### src/rtl/noc_pkg.sv
// Shared NoC definitions: flit width, flit type, local transmitter state
// encoding and default buffer/credit depths.
package noc_pkg;

   localparam int DATA_W    = 16;
   localparam int CREDITS   = 4;
   localparam int BUF_DEPTH = 4;

   typedef logic [DATA_W-1:0] flit_t;

   typedef enum logic [1:0] {
      IDLE  = 2'd0,
      SEND  = 2'd1,
      STALL = 2'd2
   } tx_state_e;

endpackage : noc_pkg

### src/rtl/noc_sync_fifo.sv
// Synchronous FIFO with registered occupancy count. Push is ignored when
// full and pop is ignored when empty. DEPTH must be a power of two >= 2
// so the pointers wrap naturally.
module noc_sync_fifo #(
   parameter int DEPTH = 4,
   parameter int WIDTH = 16,
   localparam int PTR_W = $clog2(DEPTH),
   localparam int CNT_W = $clog2(DEPTH + 1)
) (
   input  logic             clk,
   input  logic             reset,
   input  logic             push_i,
   input  logic [WIDTH-1:0] data_i,
   input  logic             pop_i,
   output logic [WIDTH-1:0] data_o,
   output logic             full_o,
   output logic             empty_o,
   output logic [CNT_W-1:0] count_o
);

   logic [WIDTH-1:0] mem_q [DEPTH];
   logic [WIDTH-1:0] mem_d [DEPTH];
   logic [PTR_W-1:0] wr_ptr_q, wr_ptr_d;
   logic [PTR_W-1:0] rd_ptr_q, rd_ptr_d;
   logic [CNT_W-1:0] count_q, count_d;
   logic             do_push, do_pop;

   assign full_o  = (count_q == CNT_W'(DEPTH));
   assign empty_o = (count_q == '0);
   assign count_o = count_q;
   assign data_o  = mem_q[rd_ptr_q];

   assign do_push = push_i && !full_o;
   assign do_pop  = pop_i && !empty_o;

   // Next storage, pointer and count values.
   always_comb begin
      mem_d    = mem_q;
      wr_ptr_d = wr_ptr_q;
      rd_ptr_d = rd_ptr_q;
      if (do_push) begin
         mem_d[wr_ptr_q] = data_i;
         wr_ptr_d        = wr_ptr_q + 1'b1;
      end
      if (do_pop) begin
         rd_ptr_d = rd_ptr_q + 1'b1;
      end
      count_d = count_q + CNT_W'(do_push) - CNT_W'(do_pop);
   end

   // State registers; reset empties the FIFO.
   always_ff @(posedge clk or posedge reset) begin
      if (reset) begin
         for (int i = 0; i < DEPTH; i++) mem_q[i] <= '0;
         wr_ptr_q <= '0;
         rd_ptr_q <= '0;
         count_q  <= '0;
      end else begin
         mem_q    <= mem_d;
         wr_ptr_q <= wr_ptr_d;
         rd_ptr_q <= rd_ptr_d;
         count_q  <= count_d;
      end
   end

endmodule : noc_sync_fifo

### src/rtl/noc_local_tx.sv
// Credit-based flit transmitter feeding one router input port.
// Flits from a local source are buffered in noc_sync_fifo and forwarded one
// per cycle while a downstream credit is held; credit_i returns credits.
// Optional macro NOC_TX_CREDIT_CHECK_EN adds a sticky err_o output and an
// assertion for credit overflow / underflow.
//
// Handshakes: the source transfers a flit on an edge where
// src_valid_i && src_ready_o; valid_o is a one-cycle pulse per flit with no
// backpressure, flow control being carried by credits only.
module noc_local_tx #(
   parameter int DATA_W    = noc_pkg::DATA_W,
   parameter int BUF_DEPTH = noc_pkg::BUF_DEPTH,
   parameter int CREDITS   = noc_pkg::CREDITS,
   parameter int CNT_W     = $clog2(CREDITS + 1)
) (
   input  logic              clk,
   input  logic              reset,
   input  logic              src_valid_i,
   input  logic [DATA_W-1:0] src_data_i,
   output logic              src_ready_o,
   output logic              valid_o,
   output logic [DATA_W-1:0] data_o,
   input  logic              credit_i,
   output logic [CNT_W-1:0]  credit_cnt_o,
   output logic              idle_o
`ifdef NOC_TX_CREDIT_CHECK_EN
   ,
   output logic              err_o
`endif
);

   import noc_pkg::*;

   localparam int FIFO_CW = $clog2(BUF_DEPTH + 1);

   logic [DATA_W-1:0]  head;
   logic               fifo_full, fifo_empty;
   logic [FIFO_CW-1:0] fifo_count, fifo_count_nx;
   logic               push, send;
   logic               cnt_full;

   logic [CNT_W-1:0]   cnt_q, cnt_d;
   logic               valid_q, valid_d;
   logic [DATA_W-1:0]  data_q, data_d;
   logic               idle_q, idle_d;
   tx_state_e          state_q, state_d;

   noc_sync_fifo #(
      .DEPTH (BUF_DEPTH),
      .WIDTH (DATA_W)
   ) u_fifo (
      .clk     (clk),
      .reset   (reset),
      .push_i  (push),
      .data_i  (src_data_i),
      .pop_i   (send),
      .data_o  (head),
      .full_o  (fifo_full),
      .empty_o (fifo_empty),
      .count_o (fifo_count)
   );

   assign src_ready_o = !fifo_full;
   assign push        = src_valid_i && !fifo_full;
   // Sends are judged on the registered count, so a credit arriving at
   // count 0 can only be spent on the following edge.
   assign send        = !fifo_empty && (cnt_q != '0);
   assign cnt_full    = (cnt_q == CNT_W'(CREDITS));

   // Credit count, output flit register, idle flag and FSM next state.
   always_comb begin
      cnt_d   = cnt_q;
      valid_d = send;
      data_d  = data_q;
      state_d = state_q;

      if (send) data_d = head;

      unique case ({send, credit_i})
         2'b10:   cnt_d = cnt_q - 1'b1;
         2'b01:   cnt_d = cnt_full ? cnt_q : cnt_q + 1'b1;
         default: cnt_d = cnt_q;
      endcase

      fifo_count_nx = fifo_count + FIFO_CW'(push) - FIFO_CW'(send);
      idle_d = (fifo_count_nx == '0) && !valid_d && (cnt_d == CNT_W'(CREDITS));

      // The state tracks what the send rule will do on the next edge.
      case (state_q)
         IDLE: begin
            if (fifo_count_nx != '0) state_d = (cnt_d != '0) ? SEND : STALL;
         end
         SEND: begin
            if (fifo_count_nx == '0) state_d = IDLE;
            else if (cnt_d == '0)    state_d = STALL;
         end
         STALL: begin
            if (fifo_count_nx == '0) state_d = IDLE;
            else if (cnt_d != '0)    state_d = SEND;
         end
         default: state_d = IDLE;
      endcase
   end

   // Registers; reset restores full credits and an empty, idle transmitter.
   always_ff @(posedge clk or posedge reset) begin
      if (reset) begin
         cnt_q   <= CNT_W'(CREDITS);
         valid_q <= 1'b0;
         data_q  <= '0;
         idle_q  <= 1'b1;
         state_q <= IDLE;
      end else begin
         cnt_q   <= cnt_d;
         valid_q <= valid_d;
         data_q  <= data_d;
         idle_q  <= idle_d;
         state_q <= state_d;
      end
   end

   assign valid_o      = valid_q;
   assign data_o       = data_q;
   assign credit_cnt_o = cnt_q;
   assign idle_o       = idle_q;

`ifdef NOC_TX_CREDIT_CHECK_EN
   logic err_q, err_d;

   // Sticky protocol error: credit overflow or a send without credit.
   always_comb begin
      err_d = err_q | (credit_i && cnt_full) | (send && (cnt_q == '0));
   end

   // Error flag register.
   always_ff @(posedge clk or posedge reset) begin
      if (reset) err_q <= 1'b0;
      else       err_q <= err_d;
   end

   assign err_o = err_q;

   a_credit_ok: assert property (@(posedge clk) disable iff (reset)
      !((credit_i && cnt_full) || (send && (cnt_q == '0))));
`endif

endmodule : noc_local_tx
### config.mk
export PLATFORM = sky130hd
export DESIGN_NAME = noc_local_tx
export DESIGN_NICKNAME = d
export VERILOG_FILES = /design/src/rtl/noc_pkg.sv /design/src/rtl/noc_sync_fifo.sv /design/src/rtl/noc_local_tx.sv
export SDC_FILE = /design/constraint.sdc
export NUM_CORES = 1
export LEC_CHECK = 0
export CAP_MARGIN = 20
export CORE_UTILIZATION = 30
export CTS_CLUSTER_DIAMETER = 30
export DETAILED_ROUTE_END_ITERATION = 8
export PLACE_DENSITY_LB_ADDON = 0.15
export SYNTH_ARGS = -nofsm -noshare
export SYNTH_HDL_FRONTEND = slang
export SYNTH_SLANG_ARGS = --single-unit
### constraint.sdc
create_clock -name clk -period 9.2 [get_ports clk]
set_clock_uncertainty 0.05 [all_clocks]
set_input_delay 2.76 -clock clk [delete_from_list [all_inputs] [get_ports clk]]
set_output_delay 2.76 -clock clk [all_outputs]
set_load 0.1 [all_outputs]
==> key figures <==
Yosys
  • Mean Syn Cell Area: 15.8 µm²
  • Compound-Gate Fraction of Synth Area: 0.0183
  • Gate Count Post-Synth: 260
  • Area fraction of the dominant cell type after synthesis: 0.550
  • Post-synthesis mux area share: 0.310
  • Synthesis-stage register bit count: 92
  • Post-synth net total: 294
  • Simple-gate share of the synthesized area: 0.0214
  • Synth area leaders: dfrtp_1, mux2_2, mux4_2
  • Post-synthesis xor/xnor area fraction: 0.0147
  • Adder-cell share of the synthesized area: 0.0464
  • Yosys top cell by area: dfrtp_1
  • Sequential area share after synthesis: 0.563
  • Largest family of logic cells by synthesized area: multiplexers
  • Mapped Area: 4100 µm²
  • Synthesis Warnings: 0
  • Synth cell types: 28

Critical path
  • Setup CP Type: reg -> out
  • Startpoint Class: flop
  • R2R setup slack: 6.16 ns
  • Worst Reg-to-Reg Cells: 10
  • Crit path buf inv count: 1
  • CP max FO: 5
  • Worst reg2reg startpoint: credit_cnt_o[0]$_DFF_PP0_
  • CP peak stage delay: 1.13 ns
  • Worst Path Arrival: 2.04 ns
  • Worst r2r dst: idle_o$_DFF_PP1_
  • Ordered cell list for the critical path: clkdlybuf4s50_1
  • Largest delay share family, worst path: buffers and inverters
  • CP max stage cell: clkdlybuf4s50_1
  • Worst setup EP type: output port
  • WP data required: 6.39 ns

STA
  • Final setup fails: 0
  • Max_slew headroom: 0.352
  • Slew @ Worst Pin: 0.968 ns
  • Final TNS setup: 0 ns
  • Minimum clock period: 4.85 ns
  • Setup WS post-layout: 4.35 ns
  • WHS: 0.451 ns
  • Unrepaired setup endpoints after global routing: false
  • Achievable Freq: 0.206 GHz
  • Final Hold Viols: 0
  • Final period util: 0.527
  • Slew Viols, Final: 0

Clocking
  • Clock transition at path regs: 0.06 ns
  • Post-CTS Setup Inserts: 0
  • Post-CTS Hold Fix Bufs: 0
  • Total CTS buffers: 9
  • CTS H-tree lvls: 3
  • Root Driver: clkbuf_16
  • Bufs on Longest Clock Path: 2
  • CTS tree: yes
  • Clock sink total: 92
  • Post-cts sizing count: 0
  • Worst skew pair latency: 0.34 ns

Placed design
  • Placed cell count: 469
  • Hpwl dp: 5.01 mm
  • Place WS: 3.78 ns
  • Port Buffers: 41
  • Gpl congestion: 0.701

Min path
  • Tightest Hold Check Type: reg -> reg
  • Beginning of the worst hold path: u_fifo.mem_q[23]$_DFFE_PP0P_
  • Worst hold stages: 1
  • Hold Path End: u_fifo.mem_q[23]$_DFFE_PP0P_

Floorplanning
  • Die ar.: 14100 µm²
  • Core Area: 13300 µm²
  • Die height: 119 µm
  • Top Ports: 42
  • Die width: 119 µm
  • Row cnt: 42
  • Initial Util: 0.308

Finish
  • Layout area overhead: 22.2%
  • Layout cells sized above 1: 0.403
  • Final #Nets: 339
  • Diodes inserted: 0
  • Layout Cells excl Fill: 486

Global route
  • Initial antenna violation count: 0
  • GRT Total Usage: 0.123
  • Overflow after GRT: 0
  • Vias in the first global route: 2434
  • First-pass GRT wire length: 13.1 mm
  • Largest net degree at the start of global routing: 63

Drt
  • Iter 0 DRT Violations: 93
  • DRT antenna net count: 0
  • Vias per inst: 4.61
  • Drt wl/cell: 16.1 µm
  • DR vias: 2239
  • DRT Wirelength: 7.81 mm
  • DRT Pass-1 Iters: 4
  • DR DRC count: 0

Status
  • Status: complete, no violations

Run
  • Max cap viols: 0
[kinds of logic after synthesis]
kind of cell             count (synthesis)
AND/OR/NAND/NOR                         15
adder cells (fa/ha/maj)                 14
multiplexers                            97
AO/OA/AOI/OAI                           12
buffers and inverters                   24
XOR/XNOR                                 6
flip-flops                              92
[metrics by stage]
| stage | instance area [µm²] | utilization |
|---|---|---|
| 2_1_floorplan | 4100 | - |
| 3_3_place_gp | 4700 | 0.353 |
| 3_5_place_dp | 4700 | 0.353 |
| 4_1_cts | 5000 | 0.376 |
| 5_1_grt | 5000 | 0.376 |
| 6_report | 5000 | 0.376 |
[cell usage in the layout (no fill, tap or decap), types with 2 or more instances in the layout]
master           netlist  routed
a21boi_0               3       3
mux2_2                80      80
clkbuf_16              0       9
clkinv_2               0       3
nor2_1                 2       2
mux4_2                16      16
o21ai_0                5       5
dfstp_2                2       2
buf_4                  2       3
inv_1                 13      12
nand2_2                4       4
clkbuf_8               0       2
ha_1                  12      12
fa_1                   2       2
nand2_1                4       4
clkdlybuf4s50_1        0      41
xnor2_1                4       4
dfrtp_1               90      90
[synth_stat cells]
| cell | instances |
|---|---|
| dfrtp_1 | 90 |
| mux2_2 | 80 |
| mux4_2 | 16 |
| inv_1 | 13 |
| ha_1 | 12 |
| buf_2 | 8 |
| o21ai_0 | 5 |
| nand2_1 | 4 |
| nand2_2 | 4 |
| xnor2_1 | 4 |
| a21boi_0 | 3 |
| buf_4 | 2 |
| dfstp_2 | 2 |
| fa_1 | 2 |
| nor2_1 | 2 |
| a21oi_1 | 1 |
| a221oi_1 | 1 |
| a22oi_1 | 1 |
| a31oi_1 | 1 |
| clkbuf_1 | 1 |
| mux2i_1 | 1 |
| nand2b_1 | 1 |
| nor3_1 | 1 |
| nor4b_2 | 1 |
| or3_1 | 1 |
| or4_1 | 1 |
| xor2_1 | 1 |
| xor2_2 | 1 |
[flip-flops by register name (all words and copies together) (netlist names)]
name,cells
idle_o,1
data_o,16
u_fifo.rd_ptr_q,2
u_fifo.count_o,3
credit_cnt_o,3
u_fifo.mem_q,64
valid_o,1
u_fifo.wr_ptr_q,2
[area by class of cell]
class	count	area, µm²
Sequential cell	92	2300
Tap cell	176	220
Timing Repair Buffer	45	438
Inverter	13	50.0
Clock buffer	12	256
Clock inverter	4	47.5
Multi-Input combinational cell	144	1690
Fill cell	1246	8290
[worst max path at each step]
stage / slack [ns] / endpoint / startpoint / depth (start not counted)
global route: 4.28 / src_ready_o / u_fifo.count_o[1]$_DFF_PP0_ / 3
floorplan: 4.00 / credit_cnt_o[0]$_DFF_PP0_ / reset / 1
detailed placement: 3.78 / u_fifo.mem_q[18]$_DFFE_PP0P_ / src_valid_i / 4
CTS: 4.13 / u_fifo.mem_q[18]$_DFFE_PP0P_ / src_valid_i / 4
finish: 4.35 / credit_cnt_o[2] / credit_cnt_o[2]$_DFF_PP1_ / 1
global placement: 3.85 / u_fifo.mem_q[30]$_DFFE_PP0P_ / src_valid_i / 4
[metal layers]
metal,routed length [µm],GRT usage
met1,3600,0.156
met2,3890,0.201
met3,200,0.0311
met4,118,0.0451
met5,0,0
Power is not shown: default switching activity piles up to over one toggle a cycle in this logic, so the estimate is an artifact.
